### src/rtl/fetch_if.sv
// Fetch-stage bundle: instruction-memory port, branch/stall controls from
// later stages and the IF/ID register presented to decode.
interface fetch_if;
    logic        stall;
    logic        branch_taken;
    logic [63:0] branch_target;
    logic [31:0] instruction;
    logic [63:0] readAddress;
    logic        if_id_valid;
    logic [63:0] if_id_pc;
    logic [31:0] if_id_instruction;
    logic        fault;
    logic [31:0] fetch_count;

    modport master (
        input  stall, branch_taken, branch_target, instruction,
        output readAddress, if_id_valid, if_id_pc, if_id_instruction,
        fault, fetch_count
    );

    modport slave (
        output stall, branch_taken, branch_target, instruction,
        input  readAddress, if_id_valid, if_id_pc, if_id_instruction,
        fault, fetch_count
    );
endinterface

### src/rtl/fetch_unit.sv
// LEGv8 program counter and fetch stage: issues word addresses to a memory with
// one-cycle registered read, fills the IF/ID register, handles redirect/stall/fault.
module fetch_unit #(
    parameter logic [63:0] RESET_PC  = 64'd0,
    parameter int          MEM_WORDS = 1001
) (
    input  logic   clock,
    input  logic   reset,
    fetch_if.master fif
);
    localparam logic [63:0] MEM_LIMIT = 64'(MEM_WORDS);

    typedef enum logic {FETCH = 1'b0, HALTED = 1'b1} state_t;

    state_t      state_q, state_d;
    logic [63:0] pc;
    logic        req_vld_p0;
    logic [63:0] req_pc_p0;
    logic        vld_p1;
    logic [63:0] pc_p1;
    logic [31:0] instr_p1;
    logic        fault_q;
    logic [31:0] count_q;

    logic        issue;
    logic        redirect;
    logic        misaligned;
    logic [63:0] read_addr;

    function automatic logic in_range(input logic [63:0] addr);
        return {2'b00, addr[63:2]} < MEM_LIMIT;
    endfunction

    always_ff @(posedge clock) begin
        if (reset) state_q <= FETCH;
        else       state_q <= state_d;
    end

    // Halting happens either on a misaligned redirect or when the next pc has
    // run off the end of memory on an unstalled edge.
    always_comb begin
        state_d = state_q;
        if (state_q == FETCH) begin
            if (fif.branch_taken) begin
                if (misaligned) state_d = HALTED;
            end else if (!fif.stall && !issue) begin
                state_d = HALTED;
            end
        end
    end

    always_comb begin
        issue      = (state_q == FETCH) && in_range(pc);
        redirect   = fif.branch_taken && (state_q == FETCH);
        misaligned = fif.branch_target[1:0] != 2'b00;
        // Under stall the memory must keep presenting the in-flight word.
        read_addr  = (fif.stall && req_vld_p0) ? {2'b00, req_pc_p0[63:2]}
                                               : {2'b00, pc[63:2]};
    end

    // p0: request in flight to memory; p1: IF/ID register
    always_ff @(posedge clock) begin
        if (reset) begin
            pc         <= RESET_PC;
            req_vld_p0 <= 1'b0;
            req_pc_p0  <= 64'd0;
            vld_p1     <= 1'b0;
            pc_p1      <= 64'd0;
            instr_p1   <= 32'd0;
            fault_q    <= 1'b0;
            count_q    <= 32'd0;
        end else if (redirect) begin
            req_vld_p0 <= 1'b0;
            vld_p1     <= 1'b0;
            if (misaligned) fault_q <= 1'b1;
            else            pc      <= fif.branch_target;
        end else if (!fif.stall) begin
            vld_p1 <= req_vld_p0;
            if (req_vld_p0) begin
                pc_p1    <= req_pc_p0;
                instr_p1 <= fif.instruction;
                count_q  <= count_q + 32'd1;
            end
            if (issue) begin
                req_vld_p0 <= 1'b1;
                req_pc_p0  <= pc;
                pc         <= pc + 64'd4;
            end else begin
                req_vld_p0 <= 1'b0;
                if (state_q == FETCH) fault_q <= 1'b1;
            end
        end
    end

    assign fif.readAddress       = read_addr;
    assign fif.if_id_valid       = vld_p1;
    assign fif.if_id_pc          = pc_p1;
    assign fif.if_id_instruction = instr_p1;
    assign fif.fault             = fault_q;
    assign fif.fetch_count       = count_q;
endmodule
### src/flat_wrapper.sv
// flat-port wrapper written by rule: the top's interface ports become plain ports
module fetch_unit_flat 
#(
    parameter logic [63:0] RESET_PC  = 64'd0,
    parameter int          MEM_WORDS = 1001
)
  (clock, reset, fif_stall, fif_branch_taken, fif_branch_target, fif_instruction, fif_readAddress, fif_if_id_valid, fif_if_id_pc, fif_if_id_instruction, fif_fault, fif_fetch_count);
  fetch_if fif_i ();
  input  logic clock;
  input  logic reset;
  input wire logic [$bits(fif_i.stall)-1:0] fif_stall;
  input wire logic [$bits(fif_i.branch_taken)-1:0] fif_branch_taken;
  input wire logic [$bits(fif_i.branch_target)-1:0] fif_branch_target;
  input wire logic [$bits(fif_i.instruction)-1:0] fif_instruction;
  output wire logic [$bits(fif_i.readAddress)-1:0] fif_readAddress;
  output wire logic [$bits(fif_i.if_id_valid)-1:0] fif_if_id_valid;
  output wire logic [$bits(fif_i.if_id_pc)-1:0] fif_if_id_pc;
  output wire logic [$bits(fif_i.if_id_instruction)-1:0] fif_if_id_instruction;
  output wire logic [$bits(fif_i.fault)-1:0] fif_fault;
  output wire logic [$bits(fif_i.fetch_count)-1:0] fif_fetch_count;
  assign fif_i.stall = fif_stall;
  assign fif_i.branch_taken = fif_branch_taken;
  assign fif_i.branch_target = fif_branch_target;
  assign fif_i.instruction = fif_instruction;
  assign fif_readAddress = fif_i.readAddress;
  assign fif_if_id_valid = fif_i.if_id_valid;
  assign fif_if_id_pc = fif_i.if_id_pc;
  assign fif_if_id_instruction = fif_i.if_id_instruction;
  assign fif_fault = fif_i.fault;
  assign fif_fetch_count = fif_i.fetch_count;
  fetch_unit #(.RESET_PC(RESET_PC), .MEM_WORDS(MEM_WORDS)) u_core (.clock(clock), .reset(reset), .fif(fif_i));
endmodule
### config.mk
export PLATFORM = sky130hd
export DESIGN_NAME = fetch_unit_flat
export DESIGN_NICKNAME = d
export VERILOG_FILES = /design/src/rtl/fetch_if.sv /design/src/rtl/fetch_unit.sv /design/src/flat_wrapper.sv
export SDC_FILE = /design/constraint.sdc
export NUM_CORES = 1
export LEC_CHECK = 0
export CAP_MARGIN = 20
export CORE_ASPECT_RATIO = 1.4
export CORE_MARGIN = 10
export CORE_UTILIZATION = 30
export CTS_CLUSTER_SIZE = 24
export DETAILED_ROUTE_END_ITERATION = 16
export SLEW_MARGIN = 15
export SYNTH_ARGS = -nofsm -noshare
export SYNTH_HDL_FRONTEND = slang
export SYNTH_SLANG_ARGS = --single-unit
export TNS_END_PERCENT = 1
### constraint.sdc
create_clock -name clock -period 2.5 [get_ports clock]
set_clock_uncertainty 0.1 [all_clocks]
set_input_delay 0.5 -clock clock [delete_from_list [all_inputs] [get_ports clock]]
set_output_delay 0.5 -clock clock [all_outputs]
set_load 0.005 [all_outputs]
-- Yosys cells after proc, flatten, opt, wreduce, memory -nomap -nowiden
Index checks and enable logic that the tools add are counted.
- $add $sub $neg: 2
- $lt $le $gt $ge: 1
- equality and inequality tests: 5
- mux-type cells: 15
- bitwise operators: 3
- reductions and logical operators: 13
- operator list (operator ; count):
    64-bit two-way mux ; 4
    64-bit by 3-bit adder with 64-bit output, second input constant ; 1
    62-bit by 10-bit < comparator with 1-bit output, second input constant ; 1
    62-bit two-way mux ; 1
    32-bit by 1-bit adder with 32-bit output, second input constant ; 1
    1-bit two-way mux ; 10
    3-bit AND reduction ; 3
    2-bit != test, second input constant ; 4
    1-bit logical AND ; 4
    4-bit AND reduction ; 1
    2-bit nonzero test ; 2
    1-bit NOT ; 3
    1-bit logical NOT ; 2
    2-bit by 1-bit != test with 1-bit output, second input constant ; 1
    2-bit OR reduction ; 1
- bits in registers: 260
- input bits: 100
- output and inout port bits: 194
- logic and storage cells: 48

-- Logic depth before layout (Yosys ltp)
Gate-level depths: netlist of the first run.
- word-level depth: 7
- gate-level depth with buffers: 10
- depth with buffers taken out: 8

-- Worst setup path after synthesis of the first run
OpenSTA, ideal clock, no wires.
- path kind: register to register
- start: reg u_core.pc[3]
- end: reg u_core.pc[62]
- library setup time: 87 ps
- data arrival time: 2194 ps
- setup slack: 119 ps
- cell stages (with the launch flop): 8
- clock period less this slack: 2381 ps
- path through: dfxtp_1 -> ha_1 -> nand3_4 -> nor3_4 -> nand2_2 -> or4_4 -> or3_1 -> a221oi_2
- longest elaborated chain between the ends: 4
- elaborated cells on any way between the ends: 8
- RTL lines (item ; line ; text):
    start, declared ; fetch_unit.sv:16 ; logic [63:0] pc;
    start signal, assigned ; fetch_unit.sv:76 ; else pc <= fif.branch_target;
    start signal, assigned ; fetch_unit.sv:87 ; pc <= pc + 64'd4;
    64-bit by 3-bit adder with 64-bit output / 62-bit by 10-bit < comparator with 1-bit output (equally long branches) ; fetch_unit.sv:87, fetch_unit.sv:31 ;
    64-bit two-way mux / 1-bit logical AND (equally long branches) ; fetch_unit.sv:84, fetch_unit.sv:53 ;
    64-bit two-way mux / 2-bit nonzero test (equally long branches) ; - ;
    64-bit two-way mux / 3-bit AND reduction (equally long branches) ; - ;
Parallel ways exist; a longest one is shown, timed or not. The select of a mux whose other input is x is not followed.
A chain may end at the register's enable or synchronous reset.

-- Worst setup path after layout of the first run
- start: reg u_core.req_vld_p0
- end: out fif_readAddress[53]
- longest elaborated chain between the ends: 2
- RTL lines (item ; line ; text):
    start, declared ; fetch_unit.sv:17 ; logic req_vld_p0;
    start signal, assigned ; fetch_unit.sv:65 ; req_vld_p0 <= 1'b0;
    start signal, assigned ; fetch_unit.sv:73 ; req_vld_p0 <= 1'b0;
    start signal, assigned ; fetch_unit.sv:85 ; req_vld_p0 <= 1'b1;
    1-bit logical AND ; fetch_unit.sv:57 ; read_addr = (fif.stall && req_vld_p0) ? {2'b00, req_pc_p0[63:2]}
    62-bit two-way mux ; fetch_unit.sv:57 ;
    end, declared ; flat_wrapper.sv:15 ; output wire logic [$bits(fif_i.readAddress)-1:0] fif_readAddress;
Every way passes these cells.

==> results of run 1 <==
## synthesized netlist by cell type (all sizes together), types with 13 or more instances
master and n:
nand2 277, dfxtp 260, a21oi 134, nor2 75, clkbuf 72, mux2 62, and2 56, nand3 52
nand4 24, mux2i 19, o21ai 19, nor3 18, inv 17, xor2 16, a211oi 15, buf 15
nor4 15, o31ai 13
## per-stage QoR
stage	power, mW	utilization [%]	instance area [um2]	setup slack (ns)
floorplan	4.71	-	10800	0.119
global placement	5.24	41.6	14800	-0.339
detailed placement	5.25	41.6	14800	-0.382
CTS	9.75	44.7	15900	-0.138
global route	10.0	44.7	15900	-0.0972
finish	9.62	44.8	15900	-0.0185
## sequential cells by signal, summed over array words and instances, names as in the netlist
name                          flops
u_core.fif.fetch_count           32
u_core.fif.if_id_valid            1
u_core.fif.if_id_pc              64
u_core.req_pc_p0                 64
u_core.req_vld_p0                 1
u_core.fif.if_id_instruction     32
u_core.pc                        64
u_core.state_q                    1
u_core.fif.fault                  1
## routing by layer
| metal | share of wire, % | wire length (um) | up-vias |
|---|---|---|---|
| met1 | 38 | 15600 | 4954 |
| met5 | 0.11 | 45 | - |
| li1 | - | - | 5068 |
| met2 | 53 | 21500 | 286 |
| met3 | 6.0 | 2430 | 57 |
| met4 | 2.7 | 1090 | 8 |
## worst reg2reg max path, stage by stage (launching register included)
cell and delay [ns]:
dfxtp_1 0.47, nand4_1 0.24, nor4_4 0.41, nand2_1 0.12, or4_4 0.45, or3_1 0.38, a221oi_2 0.23
## timing repair
action | CTS | global route
cloned | 2 | 0
gates resized for setup | 96 | 54
endpoints found under the setup margin | 117 | 45
pin swaps | 2 | 1
setup buffers | 6 | 2
## logic make-up after synthesis
kind of cell	Yosys count
AO/OA/AOI/OAI	231
XOR/XNOR	25
adder cells (fa/ha/maj)	3
buffers and inverters	104
flip-flops	260
multiplexers	81
other	1
AND/OR/NAND/NOR	565
## power by group through the flow
stage	registers [mW]	logic, mW	clock network, mW
3_3_place_gp	4.32	0.920	0
2_1_floorplan	4.32	0.393	0
5_1_grt	4.24	1.02	4.75
4_1_cts	4.23	0.940	4.58
6_report	4.23	0.938	4.45
3_5_place_dp	4.32	0.929	0
## final cells by class
cell class	instances	area (um2)	share of cell area, %
inverters	17	63.8	0.401
flip-flops and latches	260	5210	32.7
diodes	10	25.0	0.157
well taps	462	578	3.63
clock inverters	18	243	1.52
multi-input cells	907	5260	33.0
repair buffers	393	3810	23.9
clock buffers	34	743	4.66
## layout by cell type (no fill, tap or decap), types with 17 or more instances in the layout
cell and n:
inv_1 17, nand2_1 274, clkdlybuf4s50_1 227, o21ai_0 19, a21oi_1 134, dlygate4sd2_1 19
mux2i_1 19, nand3_1 51, clkbuf_2 23, dfxtp_1 257, nand4_1 24, nor2_1 74
clkbuf_16 28, mux2_2 62, buf_4 78, and2_1 55
## worst min-delay path by stage
stage	start	to	slack, ns	cells past startpoint
global route	reset	u_core.req_pc_p0[19]	0.21	3
global placement	u_core.fif.fault	u_core.fif.fault	0.34	2
CTS	reset	u_core.req_vld_p0	0.28	3
detailed placement	u_core.fif.fault	u_core.fif.fault	0.34	2
floorplan	u_core.req_pc_p0[0]	u_core.fif.if_id_pc[0]	0.33	2
finish	reset	u_core.req_pc_p0[18]	0.23	3
==> flow_summary_export.csv, run 1 <==
group,metric,value,unit
critical_path,rr_startpoint,"u_core.pc[35]",
sta,hold_viol_final,0,
critical_path,end_kind,"output port",
global_routing,use_met2,31.7,%
clock_tree,clock-root-buffer,"clkbuf_16",
route,dr.pass1.iters,5,
route,first_iter_violations,587,
global_routing,antenna_found_initial,15,
route,drc,0,
pwr,powerDensity,604,nW/um2
finish,nets,1710,
flow_run,max_cap_viol_count,0,
global_routing,gr-usage-met3,4.21,%
critical_path,worst_path_largest_cell_delay,0.35,ns
floorplan,start_util,30.3,%
synthesis,synth_top_area_share,48.3,%
pwr,clkPwrFrac,46.2,%
sta,fmax,397,MHz
global_routing,grt_pass1_wl,61500,um
sta,holdWs,0.227,ns
global_routing,busiest_layer,"met2",
clock_tree,cts_buffer_depth,3,
critical_path,required,1.90,ns
global_routing,track_usage,17.3,%
synthesis,yosys.area.top_type,"dfxtp_1",
sta,timing.final.crit_share,101,%
synthesis,avgSynthCellArea,8.48,um2
placement,gp_congestion,0.857,
synthesis,ys.warnings.count,0,
synthesis,async_reset_ff_share,0,%
min_path,hold_path.class,"in2reg",
sta,rsz0062_at_grt,"yes",
finish,syn_to_final_growth,47.9,%
synthesis,synth-seq-cells,260,
synthesis,synth_area_leaders,"dfxtp_1 (48%), nand2_1 (9.6%), mux2_2 (6.5%)",
floorplan,io_pins,294,
critical_path,endpoint,"fif_readAddress[53]",
critical_path,critPathKind,"reg2out",
sta,final.setup.tns,-0.0185,ns
global_routing,grt_max_degree,91,
pwr,internal_power,7.30,mW
sta,slew_viol_final,0,
synthesis,synthCells,1270,
synthesis,synthFlopType,"dfxtp_1",
clock_tree,cts_hold_buf,0,
critical_path,cp.arrival,1.92,ns
critical_path,timing.rr.end,"u_core.pc[62]",
placement,placed_cells,2028,
route,wl_per_cell,19.3,um
pwr,ir_worst_vdd,0.000357,V
placement,port_buffers,291,
critical_path,crit_chain,"nand2_4 > buf_6 > buf_12 > mux2_2 > dlygate4sd2_1",
route,antenna_left,0,
synthesis,netlist_area,10800,um2
global_routing,grt_pass1_vias,10200,
clock_tree,cts_sinks,260,
finish,fin_cells,2101,
critical_path,cp_slowest_cell,"mux2_2",
pwr,seq_power_share,44.0,%
synthesis,synth-compound-area-share,12.7,%
clock_tree,cts_tree,"done",
critical_path,crit_fanout,11,
status,outcome,"complete, but fails checks",
synthesis,synth-xor-area-share,2.03,%
clock_tree,clkLatencyLatePin,0.57,ns
pwr,p_sw,2.32,mW
critical_path,r2r_slack,0.03,ns
sta,max_slew_margin,50.8,%
clock_tree,numCtsBuffers,28,
route,vias,10400,
synthesis,yosysUniqueCellTypes,56,
synthesis,synth.area.mux_share,8.24,%
pwr,p_sw_share,24.1,%
critical_path,worstSetupPathDepth,5,
synthesis,synth_top_family_by_area,"simple AND/OR/NAND/NOR gates",
synthesis,synth_adder_area_share,0.348,%
critical_path,startpoint_type,"flip-flop",
floorplan,die_x,180,um
sta,final-setup-viol-count,1,
synthesis,synth-edff-count,0,
critical_path,worstSetupStartpoint,"u_core.req_vld_p0",
global_routing,use_met1,18.8,%
synthesis,synth-simple-area-share,24.5,%
pwr,power_frac_comb,9.7,%
critical_path,worstRegToRegCells,6,
finish,drive_gt1_share,16.5,%
route,routed_wirelength,40600,um
synthesis,yosysSeqAreaShare,48.3,%
floorplan,die_area,44000,um2
floorplan,die_h,244,um
global_routing,grt_remaining_overflow,0,
sta,worstMarginPinSlew,0.738,ns
clock_tree,clk_pin_slew,0.06,ns
sta,worst_slack,-0.0185,ns
placement,dp_hpwl,29600,um
sta,finalCriticalPeriod,2.52,ns
status,violations,"negative setup slack",
floorplan,num_rows,82,
floorplan,core,35600,um2
clock_tree,h-tree-depth,1,
route,vias_per_cell,4.94,
critical_path,critical_path_buf_inv_count,3,
finish,nFillCells,3473,
pwr,power_leakage,5.99,nW
critical_path,path_delay_family,"buffers and inverters",
Note: power is estimated with default switching activity, not from simulation.
==> run 2: changes to the inputs <==
--- a/config.mk
+++ b/config.mk
@@ -11,7 +11,6 @@
 export CORE_UTILIZATION = 30
 export CTS_CLUSTER_SIZE = 24
 export DETAILED_ROUTE_END_ITERATION = 16
-export SLEW_MARGIN = 15
 export SYNTH_ARGS = -nofsm -noshare
 export SYNTH_HDL_FRONTEND = slang
 export SYNTH_SLANG_ARGS = --single-unit
==> run 2 against run 1 <==
Compared with the run above: the run still ends with negative setup slack left; cell count unchanged; first-iteration DRC count down 2.2%; fmax about the same; combinational power about the same; utilization unchanged; worst hold slack worse by 0.029 ns; sequential power about the same; largest cell class unchanged; highest routed layer unchanged.
==> flow_summary_export.csv, run 2 (synthesis results as in run 1) <==
group,metric,value,unit
status,outcome,"complete, but fails checks",
status,violations,"negative setup slack",
clock_tree,cts_sinks,260,
sta,worstMarginPinSlew,0.740,ns
finish,finish.utilization,44.8,%
finish,fin_cells,2101,
critical_path,end_kind,"output port",
clock_tree,numCtsBuffers,28,
placement,placed_cell_area,14800,um2
flow_run,max_cap_viol_count,0,
clock_tree,h-tree-depth,1,
critical_path,crit_chain,"nand2_4 > buf_6 > buf_12 > mux2_2 > dlygate4sd2_1",
clock_tree,clock-root-buffer,"clkbuf_16",
clock_tree,cts_tree,"done",
floorplan,die_h,244,um
sta,worst_slack,-0.0161,ns
critical_path,critical_path_buf_inv_count,3,
sta,slew_viol_final,0,
critical_path,cp_slowest_cell,"mux2_2",
global_routing,track_usage,17.3,%
route,dr.pass1.iters,5,
pwr,ir_worst_vdd,0.000356,V
critical_path,required,1.90,ns
placement,port_buffers,291,
finish,mostFrequentLayoutCells,"nand2_1 (274), dfxtp_1 (257), clkdlybuf4s50_1 (227)",
critical_path,critPathKind,"reg2out",
global_routing,grt_remaining_overflow,0,
sta,max_slew_margin,50.7,%
critical_path,startpoint_type,"flip-flop",
finish,drive_gt1_share,16.5,%
route,drc,0,
sta,rsz0062_at_grt,"yes",
route,routed_wirelength,40600,um
sta,final-setup-viol-count,1,
floorplan,start_util,30.3,%
global_routing,grt_max_degree,91,
critical_path,path_delay_family,"buffers and inverters",
sta,timing.final.crit_share,101,%
route,vias_per_cell,4.95,
sta,fmax,397,MHz
route,antenna_left,0,
sta,finalCriticalPeriod,2.52,ns
floorplan,num_rows,82,
finish,syn_to_final_growth,47.9,%
clock_tree,clk_pin_slew,0.06,ns
floorplan,die_area,44000,um2
floorplan,die_x,180,um
pwr,power_leakage,5.99,nW
pwr,power.total,9.62,mW
sta,hold_viol_final,0,
clock_tree,clkLatencyLatePin,0.57,ns
global_routing,antenna_found_initial,15,
min_path,hold_path.class,"in2reg",
pwr,powerDensity,604,nW/um2
route,wl_per_cell,19.3,um
clock_tree,cts_buffer_depth,3,
finish,finish.instance_area,15900,um2
placement,gp_congestion,0.857,
floorplan,io_pins,294,
critical_path,worst_path_largest_cell_delay,0.35,ns
critical_path,crit_fanout,11,
placement,dp_hpwl,29600,um
route,vias,10400,
global_routing,grt_pass1_wl,61500,um
placement,placed_cells,2028,
route,first_iter_violations,574,
global_routing,grt_pass1_vias,10200,
critical_path,cp.arrival,1.92,ns
finish,nets,1710,
clock_tree,cts_hold_buf,0,
finish,final_common_cell,"nand2_1",
floorplan,core,35600,um2
-- run 2: per-stage QoR --
| step | hold slack (ns) | TNS (ns) | worst slack (ns) |
|---|---|---|---|
| 2_1_floorplan | 0.331 | 0 | 0.119 |
| 3_3_place_gp | 0.340 | -37.17 | -0.339 |
| 3_5_place_dp | 0.343 | -41.16 | -0.382 |
| 4_1_cts | 0.278 | -2.22 | -0.138 |
| 5_1_grt | 0.181 | -0.307 | -0.0972 |
| 6_report | 0.198 | -0.0161 | -0.0161 |
-- run 2: per-layer routing --
metal	vias up	track usage (%)	part of all wire, %
li1	5065	-	-
met1	4967	18.8	39
met2	292	31.7	53
met3	61	4.21	5.8
met4	8	7.03	2.7
met5	-	0	0.11
-- run 2: timing repair --
item / in CTS / in global routing
gates cloned: 2 / 0
setup buffers: 6 / 2
setup endpoints to repair: 117 / 45
pin swaps: 2 / 1
hold endpoints to repair: 0 / 0
resized for setup: 96 / 54
-- run 2: report_power, final --
group	internal, mW	switching [mW]	total [mW]
clock	2.65	1.80	4.45
combinational	0.462	0.476	0.938
sequential	4.19	0.0434	4.23
-- run 2: final cells by class --
class,instances,area (um2)
Multi-Input combinational cell,907,5260
Tap cell,462,578
Fill cell,3473,19700
Clock buffer,34,743
Antenna cell,10,25.0
Sequential cell,260,5210
Timing Repair Buffer,393,3810
Clock inverter,18,243
Inverter,17,63.8
-- run 2: path summary, 6_finish.rpt --
kind	start	end	slack, ns	cells past startpoint
worst max-delay path	u_core.req_vld_p0	fif_readAddress[53]	-0.02	5
worst min-delay path	reset	u_core.req_pc_p0[12]	0.20	3
worst max register to register	u_core.pc[35]	u_core.pc[62]	0.04	6
worst min register to register	u_core.fif.if_id_pc[42]	u_core.fif.if_id_pc[42]	0.35	2
-- run 2: worst register-to-register path, delay by kind of cell (launching register included) --
kind	cells	cell delay (ns)
AO/OA/AOI/OAI	1	0.23
flip-flops	1	0.46
AND/OR/NAND/NOR	5	1.60
